===== config.mk =====
export PLATFORM = sky130hd
export DESIGN_NAME = stack_op_master
export DESIGN_NICKNAME = d
export VERILOG_FILES = /design/src/rtl/stack_op_master.sv
export SDC_FILE = /design/constraint.sdc
export NUM_CORES = 1
export LEC_CHECK = 0
export ABC_AREA = 1
export BUFFER_PORTS_ARGS = -buffer_cell sky130_fd_sc_hd__buf_2
export CAP_MARGIN = 20
export CORE_MARGIN = 5
export CORE_UTILIZATION = 45
export DETAILED_ROUTE_END_ITERATION = 7
export GPL_TIMING_DRIVEN = 0
export PLACE_DENSITY_LB_ADDON = 0.25
export RECOVER_POWER = 50
export SYNTH_ARGS = -nofsm -noshare
export SYNTH_HDL_FRONTEND = slang
export SYNTH_SLANG_ARGS = --single-unit

===== constraint.sdc =====
create_clock -name clk -period 5.35 [get_ports clk]
set_input_delay 0.2675 -clock clk [delete_from_list [all_inputs] [get_ports clk]]
set_output_delay 0.2675 -clock clk [all_outputs]
set_load 0.02 [all_outputs]

===== src/rtl/stack_op_master.sv =====
// Operand-stack initiator: expands one stack command into single push/pop
// transactions, tracks depth locally and rejects commands that would under/overflow.
module stack_op_master #(
  parameter int STACKDATA = 32,
  parameter int STACKSIZE = 16
) (
  input  logic                           clk,
  input  logic                           rst,
  input  logic                           cmd_valid,
  output logic                           cmd_ready,
  input  logic [2:0]                     cmd_op,
  input  logic [STACKDATA-1:0]           cmd_imm,
  output logic [STACKDATA-1:0]           result,
  output logic                           result_valid,
  output logic                           err,
  output logic [$clog2(STACKSIZE+1)-1:0] depth,
  output logic                           push,
  output logic                           trigger,
  output logic [STACKDATA-1:0]           write_value,
  input  logic [STACKDATA-1:0]           read_value,
  input  logic                           done_out
);

  localparam int DW = $clog2(STACKSIZE+1);
  localparam logic [DW-1:0] FULL = DW'(STACKSIZE);
  localparam logic [DW-1:0] ONE  = DW'(1);
  localparam logic [DW-1:0] TWO  = DW'(2);

  localparam logic [2:0] OP_NOP  = 3'd0;
  localparam logic [2:0] OP_PUSH = 3'd1;
  localparam logic [2:0] OP_POP  = 3'd2;
  localparam logic [2:0] OP_DUP  = 3'd3;
  localparam logic [2:0] OP_SWAP = 3'd4;
  localparam logic [2:0] OP_ADD  = 3'd5;
  localparam logic [2:0] OP_SUB  = 3'd6;
  localparam logic [2:0] OP_XOR  = 3'd7;

  typedef enum logic [1:0] {S_IDLE, S_TRIG, S_WAIT, S_DONE} state_t;

  state_t               state_q, state_d;
  logic [1:0]           step_q, step_d;
  logic [2:0]           op_q, op_d;
  logic [STACKDATA-1:0] imm_q, imm_d;
  logic [STACKDATA-1:0] a_q, a_d;
  logic [STACKDATA-1:0] b_q, b_d;
  logic [DW-1:0]        depth_q, depth_d;
  logic [STACKDATA-1:0] result_q, result_d;
  logic                 result_valid_q, result_valid_d;
  logic                 err_q, err_d;
  logic                 cmd_ready_q, cmd_ready_d;
  logic                 trigger_q, trigger_d;
  logic                 push_q, push_d;
  logic [STACKDATA-1:0] write_value_q, write_value_d;
  logic                 check_ok;

  function automatic logic step_is_last(input logic [2:0] op, input logic [1:0] step);
    case (op)
      OP_PUSH, OP_POP:                step_is_last = (step == 2'd0);
      OP_DUP, OP_ADD, OP_SUB, OP_XOR: step_is_last = (step == 2'd2);
      default:                        step_is_last = (step == 2'd3);
    endcase
  endfunction

  function automatic logic step_is_push(input logic [2:0] op, input logic [1:0] step);
    case (op)
      OP_PUSH: step_is_push = 1'b1;
      OP_POP:  step_is_push = 1'b0;
      OP_DUP:  step_is_push = (step != 2'd0);
      default: step_is_push = (step >= 2'd2);
    endcase
  endfunction

  always_comb begin
    case (cmd_op)
      OP_PUSH: check_ok = (depth_q < FULL);
      OP_POP:  check_ok = (depth_q >= ONE);
      OP_DUP:  check_ok = (depth_q >= ONE) && (depth_q < FULL);
      default: check_ok = (depth_q >= TWO);
    endcase
  end

  always_comb begin
    state_d       = state_q;
    step_d        = step_q;
    op_d          = op_q;
    imm_d         = imm_q;
    a_d           = a_q;
    b_d           = b_q;
    depth_d       = depth_q;
    result_d      = result_q;
    err_d         = 1'b0;
    push_d        = push_q;
    write_value_d = write_value_q;

    case (state_q)
      S_IDLE: begin
        if (cmd_valid && cmd_op != OP_NOP) begin
          if (check_ok) begin
            op_d    = cmd_op;
            imm_d   = cmd_imm;
            step_d  = 2'd0;
            state_d = S_TRIG;
          end else begin
            err_d = 1'b1;
          end
        end
      end
      S_TRIG: state_d = S_WAIT;
      S_WAIT: begin
        if (done_out) begin
          if (push_q) begin
            depth_d = depth_q + ONE;
          end else begin
            depth_d = depth_q - ONE;
            if (step_q == 2'd0) a_d = read_value;
            else                b_d = read_value;
          end
          if (step_is_last(op_q, step_q)) begin
            // The last transaction of every command carries its result value.
            result_d = push_q ? write_value_q : read_value;
            state_d  = S_DONE;
          end else begin
            step_d  = step_q + 2'd1;
            state_d = S_TRIG;
          end
        end
      end
      default: state_d = S_IDLE;
    endcase

    // Transaction fields are set up from next-state operands so a value
    // popped this cycle is already usable by the following push.
    if (state_d == S_TRIG) begin
      push_d = step_is_push(op_d, step_d);
      case (op_d)
        OP_PUSH: write_value_d = imm_d;
        OP_SWAP: write_value_d = (step_d == 2'd3) ? b_d : a_d;
        OP_ADD:  write_value_d = b_d + a_d;
        OP_SUB:  write_value_d = b_d - a_d;
        OP_XOR:  write_value_d = b_d ^ a_d;
        default: write_value_d = a_d;
      endcase
    end

    trigger_d      = (state_d == S_TRIG);
    result_valid_d = (state_d == S_DONE);
    cmd_ready_d    = (state_d == S_IDLE);
  end

  always_ff @(posedge clk or posedge rst) begin
    if (rst) begin
      state_q        <= S_IDLE;
      step_q         <= 2'd0;
      op_q           <= OP_NOP;
      imm_q          <= '0;
      a_q            <= '0;
      b_q            <= '0;
      depth_q        <= '0;
      result_q       <= '0;
      result_valid_q <= 1'b0;
      err_q          <= 1'b0;
      cmd_ready_q    <= 1'b1;
      trigger_q      <= 1'b0;
      push_q         <= 1'b0;
      write_value_q  <= '0;
    end else begin
      state_q        <= state_d;
      step_q         <= step_d;
      op_q           <= op_d;
      imm_q          <= imm_d;
      a_q            <= a_d;
      b_q            <= b_d;
      depth_q        <= depth_d;
      result_q       <= result_d;
      result_valid_q <= result_valid_d;
      err_q          <= err_d;
      cmd_ready_q    <= cmd_ready_d;
      trigger_q      <= trigger_d;
      push_q         <= push_d;
      write_value_q  <= write_value_d;
    end
  end

  assign cmd_ready    = cmd_ready_q;
  assign result       = result_q;
  assign result_valid = result_valid_q;
  assign err          = err_q;
  assign depth        = depth_q;
  assign push         = push_q;
  assign trigger      = trigger_q;
  assign write_value  = write_value_q;

endmodule


==> impl_metrics.ini, run 1 <==
[setup_path]
critPathCaptureType = flop
path_max_fanout = 10
crit_type = flop to flop
timing.rr.start = depth[1]
setup.worst_path.start = depth[1]
crit_arrival_ns = 5.38
worstPathRequired_ns = 5.67
crit_end = write_value[17]
cp-start-kind = flop
reg2reg_slack_ns = 0.29
timing.rr.end = write_value[17]
r2r_cells = 27

[synthesis]
synth_cell_type_count = 47
ys_seq_area_share_pct = 37.3
synth.ff_latch_count = 177
yosysWarningCount = 0
synth_fp_nets = 1810
synth_ff_type = dfrtp_1
synth-edff-count = 0
syn_inst = 1695
syn_area_per_cell_um2 = 7.01
synth_area_um2 = 11900
async_flop_share_pct = 100

[floorplanning]
die_area_um2 = 29800
initial_utilization_pct = 45.6
core_area_um2 = 26100
die_h_um = 173
rows = 59
fp.dieW_um = 173
pin_count = 145

[global_routing]
grt_antenna_before_repair = 0
grt_pass1_wl_mm = 66.2
overflow = 0
grt_pass1_vias = 11600
grt_max_degree = 91
grtUsageTotal_pct = 28.0

[clock_network]
clk_latency_ns = 0.44
cts_buffers = 17
clock_path_buffers = 2
clock-root-buffer = clkbuf_16
htreeDepth = 4
clock-sinks = 177
path_clk_slew_ns = 0.08
cts_tree = yes

[route]
wire_per_inst_um = 19.3
drc = 0
drt-pass1-iter-count = 5
drt-initial-drc-count = 1249
vias = 12000
vias_per_cell = 5.44
ant_nets = 0
drt_wl_total_mm = 42.7

[placed_design]
dp_hpwl_mm = 34.2
io_buffers = 144
place_area_um2 = 13100
place.gp.congestion = 0.960

[run_status]
outcome = finished with violations
violations = capacitance limit, slew limit

[run]
max_cap_violations = 1

[final_layout]
drive_gt1_share_pct = 9.60
area_growth_pct = 14.2
design_area_um2 = 13600
layout_commonest_cell = nand2_1
num_antenna_cells = 0
final_cell_mix = nand2_1, inv_1, dfrtp_1
fin_nets = 1977

[hold_path]
hp-class = input pin to flop

[sta]
final.min_clock_period_ns = 5.06
hold_violations = 0
final-setup-viol-count = 0
fmax_mhz = 197
worst_pin_slew_ns = 3.60
finClkSkew_ns = 0.0140
maxSlewHeadroom_pct = -140
hold_ws_ns = 0.0532
drv_slew = 90
rsz0062_at_grt = yes
fin_crit_sh_pct = 94.7
[worst max-delay path, cell delays in order (launching register included)]
cell and delay [ns]:
dfrtp_1 0.41, inv_1 0.12, ha_1 0.16, nand2_1 0.05, nand3_1 0.06, nand2_1 0.05
nand2_1 0.12, nand3_2 0.12, buf_6 0.19, nand2_2 0.08, nand2_4 0.11, nand3_2 0.18
clkbuf_1 0.50, o21ai_0 0.25, xor2_1 0.21, ha_1 0.41, nand2_1 0.10, nor2_1 0.24
inv_1 0.07, nor2_1 0.14, nor2_1 0.05, o21ai_1 0.22, a21boi_0 0.18, or2_2 0.30
nand3_1 0.17, o21ai_0 0.12, o21bai_1 0.24, nand2_1 0.08
[what timing repair did]
action                                  in CTS  in global routing
hold buffers                                 1                  0
endpoints found under the setup margin       0                  5
buffers inserted                             0                  2
gates resized for setup                      0                  2
endpoints found under the hold margin       89                  0
[synthesized netlist by cell type, types with 2 or more instances]
cell,instances,area [um^2]
or2_2,3,18.8
nand3_2,4,40.0
buf_6,4,45.0
nand2_2,7,43.8
nor3_1,9,45.0
nand3_1,80,400
buf_1,4,15.0
dfrtp_1,176,4400
o21a_1,10,75.1
a21o_1,3,22.5
o31ai_1,3,22.5
a21boi_0,6,45.0
ha_1,43,538
buf_2,21,105
inv_2,7,26.3
buf_4,4,30.0
o211ai_1,4,30.0
nand4_1,17,106
nand2_4,3,33.8
nor2_1,136,510
o21ai_0,148,741
a21oi_1,83,415
xor2_1,62,543
nand2_1,531,1990
xnor2_1,11,96.3
a31oi_1,35,219
nand3b_1,3,22.5
clkbuf_1,34,128
o21bai_1,8,60.1
o21ai_2,3,26.3
inv_1,178,668
clkbuf_2,2,10.0
nor2_2,4,25.0
nor2_4,5,56.3
o21ai_1,32,160
[final cells by class]
cell class	count	area, um^2
plain buffers	69	332
clock buffers	18	429
clock inverters	14	163
fillers	2668	12500
inverters	185	694
multi-input cells	1264	6430
flip-flops and latches	177	4430
well taps	335	419
repair buffers	148	684
[how the worst min path moves through the flow]
stage           startpoint  cells past startpoint        end  slack [ns]
2_1_floorplan  cmd_imm[10]                      2  imm_q[10]        0.39
3_3_place_gp     imm_q[31]                      2  imm_q[31]        0.46
3_5_place_dp           rst                      2  result[8]        0.43
4_1_cts        cmd_imm[21]                      3  imm_q[21]        0.05
5_1_grt        cmd_imm[21]                      3  imm_q[21]        0.05
6_report       cmd_imm[31]                      3  imm_q[31]        0.05
[sequential cells by signal, indices dropped and copies added, names as in the netlist, 2 cells and up]
name and count:
b_q 32, op_q 3, result 32, step_q 2, write_value 32, depth 5
imm_q 32, state_q 2, a_q 32
[logic make-up after synthesis]
logic type,Yosys count,share of synthesized area (%)
DFF,177,37.3
xor gates and xnor gates,73,5.38
muxes,1,0.0947
buffers and inverters,254,8.64
AOI/OAI and AO/OA,340,15.8
and+or+nand+nor,806,28.1
adders and majority gates,44,4.69
[stage by stage]
| stage | instances | setup slack (ns) | util, % | setup TNS (ns) |
|---|---|---|---|---|
| floorplan | 1695 | 0.282 | - | 0 |
| global placement | 2174 | -1.82 | 50.0 | -317.70 |
| detailed placement | 2175 | 0.182 | 50.1 | 0 |
| CTS | 2208 | 0.163 | 52.4 | 0 |
| global route | 2210 | -0.0656 | 52.1 | -0.0656 |
| finish | 2210 | 0.286 | 52.1 | 0 |
[per-layer routing]
layer	track usage, %	wire [um]
met2	42.6	18700
met3	5.66	3680
met4	6.93	765
met5	0	0
met1	40.9	19600
Power of run 1 is not shown: default switching activity piles up to over one toggle a cycle in this logic, so the estimate is an artifact.
==> inputs of run 2 (changes only) <==
--- a/config.mk
+++ b/config.mk
@@ -12,6 +12,7 @@
 export CORE_UTILIZATION = 45
 export DETAILED_ROUTE_END_ITERATION = 7
 export GPL_TIMING_DRIVEN = 0
+export HOLD_SLACK_MARGIN = 0.08
 export PLACE_DENSITY_LB_ADDON = 0.25
 export RECOVER_POWER = 50
 export SYNTH_ARGS = -nofsm -noshare
==> run 2 against run 1 <==
  * Sequential cell count did not move
  * Sequential share of layout area is 0.22 points lower
  * Worst hold slack better by 0.034 ns
  * The flow still finishes with violations (capacitance limit, slew limit)
  * Fmax fell by 0.16%
  * Largest cell class unchanged
  * Highest routed layer unchanged
  * Critical path depth unchanged
  * Clock skew down 0.0012 ns
==> impl_metrics.ini, run 2 (synthesized netlist as in run 1, its figures left out) <==
[final_layout]
layout_commonest_cell = nand2_1
final_cells = 2219
final_cell_mix = nand2_1, inv_1, dfrtp_1
num_antenna_cells = 0
fill_cells = 2662
fin_nets = 1986
design_area_um2 = 13700
area_growth_pct = 15.0
drive_gt1_share_pct = 9.55

[floorplanning]
die_area_um2 = 29800
core_area_um2 = 26100
rows = 59
pin_count = 145
die_h_um = 173
fp.dieW_um = 173
initial_utilization_pct = 45.6

[sta]
final-setup-viol-count = 0
finClkSkew_ns = 0.0128
worst_pin_slew_ns = 3.58
setup_tns_ns = 0
maxSlewHeadroom_pct = -139
fin_crit_sh_pct = 94.8
drv_slew = 90
rsz0062_at_grt = yes
hold_ws_ns = 0.0873
final.min_clock_period_ns = 5.07
fmax_mhz = 197
hold_violations = 0

[setup_path]
setup.worst_path.start = depth[1]
worstPathRequired_ns = 5.67
reg2reg_slack_ns = 0.28
crit_end = write_value[17]
crit_arrival_ns = 5.39
crit_type = flop to flop
cp-start-kind = flop
critPathCaptureType = flop
timing.rr.end = write_value[17]
timing.rr.start = depth[1]
path_max_fanout = 10
r2r_cells = 27

[clock_network]
clk_latency_ns = 0.44
clock_path_buffers = 2
htreeDepth = 4
clock-sinks = 177
clock-root-buffer = clkbuf_16
cts_tree = yes
path_clk_slew_ns = 0.08
cts_buffers = 17

[run]
max_cap_violations = 1

[placed_design]
dp_cells = 2175
dp_hpwl_mm = 34.2
place_area_um2 = 13100
io_buffers = 144
place.gp.congestion = 0.960

[route]
drt-initial-drc-count = 1300
vias_per_cell = 5.44
wire_per_inst_um = 19.2
ant_nets = 0
drc = 0
drt-pass1-iter-count = 8
drt_wl_total_mm = 42.7
vias = 12100

[hold_path]
hp-class = input pin to flop

[global_routing]
grt_pass1_vias = 11600
overflow = 0
grt_antenna_before_repair = 0
grt_max_degree = 91
grtUsageTotal_pct = 28.0
grt_pass1_wl_mm = 66.3

[run_status]
outcome = finished with violations
violations = capacitance limit, slew limit
## run 2: cell types whose count changed in the layout (fill, tap and decap cells not counted), sizes merged
cell	before	now
dlygate4sd3	1	10
## run 2: repair_timing
item	CTS	global route
endpoints found under the setup margin	0	5
hold endpoints to repair	98	0
setup buffers	0	2
hold buffers	10	0
resized for setup	0	2
## run 2: how the worst min path moves through the flow
| stage | cells after the start | endpoint | slack, ns | from |
|---|---|---|---|---|
| final | 3 | imm_q[8] | 0.09 | cmd_imm[8] |
| after global routing | 3 | imm_q[30] | 0.09 | cmd_imm[30] |
| after CTS | 3 | imm_q[7] | 0.08 | cmd_imm[7] |
| after detailed placement | 2 | result[8] | 0.43 | rst |
| after global placement | 2 | imm_q[31] | 0.46 | imm_q[31] |
| after floorplan | 2 | imm_q[10] | 0.39 | cmd_imm[10] |
## run 2: area by class of cell
class,count,area [um^2],area share (%)
sequential,177,4430,32.4
buffer,69,332,2.43
clock buffer,18,429,3.14
clock inverter,14,163,1.19
multi-input combinational,1264,6430,47.0
inverter,185,694,5.08
tap,335,419,3.07
timing repair buffer,157,774,5.67
## run 2: metal layers
layer | global-route usage, % | up-vias | part of all wire, %
li1 | - | 5818 | -
met1 | 41.0 | 5684 | 46
met2 | 42.7 | 529 | 44
met3 | 5.66 | 50 | 8.9
met4 | 6.93 | 0 | 1.9
met5 | 0 | - | 0
## run 2: worst max-delay path, cell delays in order, from the launching register on
cell and delay (ns):
dfrtp_1 0.41, inv_1 0.12, ha_1 0.16, nand2_1 0.05
nand3_1 0.06, nand2_1 0.05, nand2_1 0.13, nand3_2 0.12
buf_6 0.19, nand2_2 0.08, nand2_4 0.11, nand3_2 0.18
clkbuf_1 0.50, o21ai_0 0.25, xor2_1 0.21, ha_1 0.41
nand2_1 0.10, nor2_1 0.25, inv_1 0.07, nor2_1 0.14
nor2_1 0.05, o21ai_1 0.22, a21boi_0 0.18, or2_2 0.30
nand3_1 0.17, o21ai_0 0.12, o21bai_1 0.22, nand2_1 0.08
## run 2: per-stage QoR
step | setup slack, ns | util [%]
2_1_floorplan | 0.282 | -
3_3_place_gp | -1.82 | 50.0
3_5_place_dp | 0.182 | 50.1
4_1_cts | 0.163 | 52.8
5_1_grt | -0.0656 | 52.5
6_report | 0.278 | 52.5
Power of run 2 is left out for the same reason.
